$ cat config.mk
export PLATFORM = sky130hd
export DESIGN_NAME = imem_loader
export DESIGN_NICKNAME = d
export VERILOG_FILES = /design/src/rtl/imem_loader_pkg.sv /design/src/rtl/imem_word_packer.sv /design/src/rtl/imem_loader.sv
export SDC_FILE = /design/constraint.sdc
export NUM_CORES = 1
export LEC_CHECK = 0
export ABC_CLOCK_PERIOD_IN_PS = 2660
export CORE_MARGIN = 2
export CORE_UTILIZATION = 51
export CTS_BUF_LIST = sky130_fd_sc_hd__clkbuf_4
export DETAILED_ROUTE_END_ITERATION = 16
export PLACE_DENSITY = 0.85
export SLEW_MARGIN = 10
export SYNTH_ARGS = -nofsm -noshare
export SYNTH_HDL_FRONTEND = slang
export SYNTH_SLANG_ARGS = --single-unit
$ cat constraint.sdc
create_clock -name clk -period 2.66 [get_ports clk]
set_input_delay 0.266 -clock clk [delete_from_list [all_inputs] [get_ports clk]]
set_output_delay 0.266 -clock clk [all_outputs]
set_load 0.01 [all_outputs]
$ cat src/rtl/imem_loader_pkg.sv
// Shared types and frame constants for the instruction-memory loader.
package imem_loader_pkg;

    typedef enum logic [2:0] {
        S_IDLE,
        S_LEN0,
        S_LEN1,
        S_DATA,
        S_CHECK,
        S_DONE,
        S_ERR
    } state_t;

    localparam int FRAME_LEN_BYTES = 2;
    localparam int WORD_BYTES      = 4;

    // States in which the loader is consuming frame bytes.
    function automatic logic is_busy(input state_t s);
        return (s == S_LEN0) || (s == S_LEN1) || (s == S_DATA) || (s == S_CHECK);
    endfunction

endpackage

$ cat src/rtl/imem_word_packer.sv
// Packs little-endian bytes into 32-bit words; word_valid pulses the cycle after the 4th byte.
module imem_word_packer
    import imem_loader_pkg::*;
(
    input  logic        clk,
    input  logic        reset,
    input  logic        clear,
    input  logic        byte_valid,
    input  logic [7:0]  byte_data,
    output logic        last_byte,
    output logic        word_valid,
    output logic [31:0] word
);

    logic [1:0]  idx;
    logic [23:0] low;

    assign last_byte = (idx == 2'(WORD_BYTES - 1));

    // Earlier bytes shift down so the first byte of a word ends up in bits [7:0].
    always_ff @(posedge clk or posedge reset) begin
        if (reset) begin
            idx        <= '0;
            low        <= '0;
            word_valid <= 1'b0;
            word       <= '0;
        end else begin
            word_valid <= 1'b0;
            if (clear) begin
                idx <= '0;
                low <= '0;
            end else if (byte_valid) begin
                idx <= idx + 2'd1;
                low <= {byte_data, low[23:8]};
                if (last_byte) begin
                    word       <= {byte_data, low};
                    word_valid <= 1'b1;
                end
            end
        end
    end

endmodule

$ cat src/rtl/imem_loader.sv
// Loads a length-prefixed, XOR-checksummed byte frame into word-addressed instruction memory.
module imem_loader
    import imem_loader_pkg::*;
#(
    parameter int DEPTH  = 64,
    parameter int ADDR_W = $clog2(DEPTH)
) (
    input  logic              clk,
    input  logic              reset,
    input  logic              start,
    input  logic              in_valid,
    input  logic [7:0]        in_data,
    output logic              in_ready,
    output logic              wr_en,
    output logic [ADDR_W-1:0] wr_addr,
    output logic [31:0]       wr_data,
    output logic              core_hold,
    output logic              done,
    output logic              error,
    output state_t            state_dbg
);

    localparam int LEN_W = 8 * FRAME_LEN_BYTES;

    state_t            state, next_state;
    logic              transfer;
    logic              start_acc;
    logic [7:0]        len_lo;
    logic [LEN_W-1:0]  frame_len;
    logic [ADDR_W-1:0] last_addr;
    logic [ADDR_W-1:0] word_addr;
    logic [7:0]        csum;
    logic              last_byte;

    // Handshake: a byte moves only in a cycle where in_valid and in_ready are both 1;
    // in_ready is registered and depends on nothing combinational from the sender.
    assign transfer  = in_valid & in_ready;
    assign start_acc = start & ~is_busy(state);
    assign frame_len = {in_data, len_lo};
    assign state_dbg = state;

    always_comb begin
        next_state = state;
        case (state)
            S_IDLE, S_DONE, S_ERR: if (start) next_state = S_LEN0;
            S_LEN0:  if (transfer) next_state = S_LEN1;
            S_LEN1: begin
                if (transfer) begin
                    if (frame_len > LEN_W'(DEPTH))  next_state = S_ERR;
                    else if (frame_len == '0)       next_state = S_CHECK;
                    else                            next_state = S_DATA;
                end
            end
            S_DATA:  if (transfer && last_byte && (word_addr == last_addr)) next_state = S_CHECK;
            S_CHECK: if (transfer) next_state = (in_data == csum) ? S_DONE : S_ERR;
            default: next_state = S_IDLE;
        endcase
    end

    always_ff @(posedge clk or posedge reset) begin
        if (reset) begin
            state     <= S_IDLE;
            in_ready  <= 1'b0;
            core_hold <= 1'b0;
            done      <= 1'b0;
            error     <= 1'b0;
            wr_addr   <= '0;
            len_lo    <= '0;
            last_addr <= '0;
            word_addr <= '0;
            csum      <= '0;
        end else begin
            state     <= next_state;
            in_ready  <= is_busy(next_state);
            core_hold <= (next_state != S_IDLE) && (next_state != S_DONE);
            done      <= (next_state == S_DONE);
            error     <= (next_state == S_ERR);

            if (start_acc) begin
                csum      <= '0;
                word_addr <= '0;
            end else if (transfer && (state != S_CHECK)) begin
                csum <= csum ^ in_data;
            end

            if (transfer && (state == S_LEN0)) len_lo <= in_data;
            if (transfer && (state == S_LEN1)) last_addr <= ADDR_W'(frame_len - LEN_W'(1));

            // The address is captured alongside the packed word so both appear with wr_en.
            if (transfer && (state == S_DATA) && last_byte) begin
                wr_addr   <= word_addr;
                word_addr <= word_addr + ADDR_W'(1);
            end
        end
    end

    imem_word_packer u_packer (
        .clk        (clk),
        .reset      (reset),
        .clear      (start_acc),
        .byte_valid (transfer && (state == S_DATA)),
        .byte_data  (in_data),
        .last_byte  (last_byte),
        .word_valid (wr_en),
        .word       (wr_data)
    );

endmodule
==> impl_metrics.tcl <==
set metrics [dict create \
    root_buffer "clkbuf_4" \
    holdWs_ps 271 \
    postSynthCellCount 465 \
    grt_overflow_total 0 \
    grt_pass1_vias 3138 \
    rows 33 \
    insertion_delay_ps 470 \
    p_sw_frac 0.361 \
    grt_setup_unrepaired "false" \
    cts-resized-gates 0 \
    slew_viol_final 0 \
    drt_iter0_drc 275 \
    detailed_place_hpwl_mm 6.60 \
    synth_edf_count 0 \
    drcViolationCount 0 \
    hold_path.class "input pin to asynchronous set/reset pin" \
    synth_top_area_frac 0.581 \
    grt_max_degree 43 \
    p_comb_frac 0.296 \
    die_area_um2 9190 \
    internal_power_mw 2.60 \
    vias_per_cell 5.32 \
    leakage_nw 2.42 \
    instances_no_fill 631 \
    postRouteAntennaNets 0 \
    r2r-end "core_hold" \
    placedCellCount 615 \
    yosysWarnings 0 \
    slew_headroom 0.500 \
    synth_cell_types 37 \
    clock_skew_ps 16.1 \
    die_height_um 95.9 \
    pwr-share-clk 0.182 \
    coreArea_um2 8220 \
    syn_avg_cell_area_um2 9.26 \
    yosysMostFrequentCell "nand2_1" \
    layout_worst_path_cycle_share 0.822 \
    clockBufferDepth 2 \
    totalNegativeSetupSlack_ps 0 \
    drt_wl_total_mm 9.27 \
    p_sw_mw 1.47 \
    cts_tree "yes" \
    final_layout_size_suffix_gt1_frac 0.0741 \
    antennaDiodeCount 0 \
    min_period_ps 2190 \
    cts_made_buffers 9 \
    worstRegToRegCells 5 \
    required_ps 3050 \
    nets 537 \
    critPathKind "flip-flop to flip-flop" \
    grt_pass1_wl_mm 15.5 \
    dr_total_vias 3355 \
    fmax_mhz 457 \
    die_x_um 95.9 \
    worstSetupEndpointType "flip-flop" \
    async_flop_share 1.00 \
    hold_viol_final 0 \
    postCtsHoldBufs 0 \
    gp_congestion 0.889 \
    wire_per_inst_um 14.7 \
    crit_fanout 15 \
    synth_seq_cells 100 \
    power_frac_seq 0.522 \
    initial_core_util 0.524 \
    antenna_found_initial 0 \
    firstDrtPassIters 5 \
    drv_cap 0 \
    status "finished clean" \
    netlist_area_um2 4310 \
    reg2reg_slack_ps 470 \
    rr_startpoint "state_dbg[1]" \
    syn-num-nets 481 \
    synth_seq_area_share 0.581 \
    worst_pin_slew_ps 748 \
    arrival_ps 2570 \
    pwr_density_cell_nw_per_um2 793 \
    portBuffers 57 \
    cp-start-kind "flip-flop" \
    synthTopCellsByCount "nand2_1 (188), dfrtp_1 (100), a21oi_1 (28)" \
    post_cts_buffers 0 \
    io_pins 58 \
    cts.sinks 100 \
    area_growth_pct 19.3 \
    synth.area.top_cells "dfrtp_1 (58%), nand2_1 (16%), a21oi_1 (3.3%)" \
    grt_usage 0.222 \
    finalSetupViolCount 0 \
    peakVddDrop_uv 475 \
    synthFlopType "dfrtp_1" \
    h-tree-depth 3 \
    yosys.area.top_type "dfrtp_1" \
    cts.reportedPaths.clkPinSlew_ps 160 \
]
[layout by cell type, fill, tap and decap left out, drive strengths merged, types with 7 or more instances in the layout]
cell | netlist | layout
a21oi | 28 | 28
buf | 10 | 9
clkbuf | 11 | 9
clkdlybuf4s50 | 0 | 57
dfrtp | 100 | 100
inv | 5 | 9
nand2 | 188 | 188
nand3 | 7 | 7
nor2 | 21 | 21
o21ai | 20 | 20
xnor2 | 16 | 16
xor2 | 13 | 13
[state kept, by name, indices dropped and copies added (netlist names), 2 cells and up]
register       cells
u_packer.low      24
wr_addr            6
last_addr          6
u_packer.word     32
csum               8
len_lo             8
u_packer.idx       2
state_dbg          3
word_addr          6
[logic make-up (layout without fill, tap and decap cells)]
| logic type | count (synthesis) | after routing | share of synthesized area |
|---|---|---|---|
| multiplexers | 8 | 8 | 0.0203 |
| AND/OR/NAND/NOR | 242 | 242 | 0.230 |
| buffers and inverters | 27 | 88 | 0.0282 |
| flip-flops | 100 | 100 | 0.581 |
| XOR/XNOR | 29 | 29 | 0.0590 |
| AO/OA/AOI/OAI | 55 | 55 | 0.0700 |
| adder cells (fa/ha/maj) | 4 | 4 | 0.0116 |
[worst max path at each step]
stage / from / slack [ps] / to / cells past startpoint
2_1_floorplan: state_dbg[2] / 900 / word_addr[5] / 7
3_3_place_gp: in_valid / 540 / word_addr[5] / 7
3_5_place_dp: in_data[3] / 480 / core_hold / 7
4_1_cts: state_dbg[1] / 540 / core_hold / 5
5_1_grt: state_dbg[1] / 280 / core_hold / 5
6_report: state_dbg[1] / 470 / core_hold / 5
[area by class of cell]
| class | count | area, µm² |
|---|---|---|
| sequential | 100 | 2500 |
| fill | 714 | 3080 |
| timing repair buffer | 66 | 663 |
| inverter | 6 | 31.3 |
| clock inverter | 7 | 56.3 |
| clock buffer | 9 | 67.6 |
| multi-input combinational | 338 | 1690 |
| tap | 105 | 131 |
[power groups by stage]
stage               logic (mW)  clock network, mW  registers [mW]
finish                    1.21              0.740            2.13
global route              1.35              0.821            2.17
CTS                       1.21              0.754            2.12
detailed placement        1.20                  0            2.15
global placement          1.14                  0            2.14
floorplan                0.845                  0            2.08
[worst max-delay path, stage by stage, from the launching register on]
cell      delay [ps]
dfrtp_1          550
inv_1            150
nor3_1           260
nand3_1          440
o221ai_2         480
mux2i_1          230
[per-stage QoR]
step	power, mW	util	area (µm²)	setup slack [ps]
after floorplan	2.92	-	4310	900
after global placement	3.27	0.610	5010	538
after detailed placement	3.35	0.610	5010	476
after CTS	4.09	0.625	5140	536
after global routing	4.34	0.625	5140	282
final	4.07	0.625	5140	474
[layer usage]
metal | track usage | part of all wire | wire length [µm] | up-vias
met1 | 0.321 | 0.46 | 4250 | 1634
li1 | - | - | - | 1607
met4 | 0.0524 | 0.010 | 95 | 0
met5 | 0 | 0 | 0 | -
met2 | 0.346 | 0.48 | 4440 | 103
met3 | 0.0478 | 0.052 | 484 | 11
Note: power is estimated with default switching activity, not from simulation.
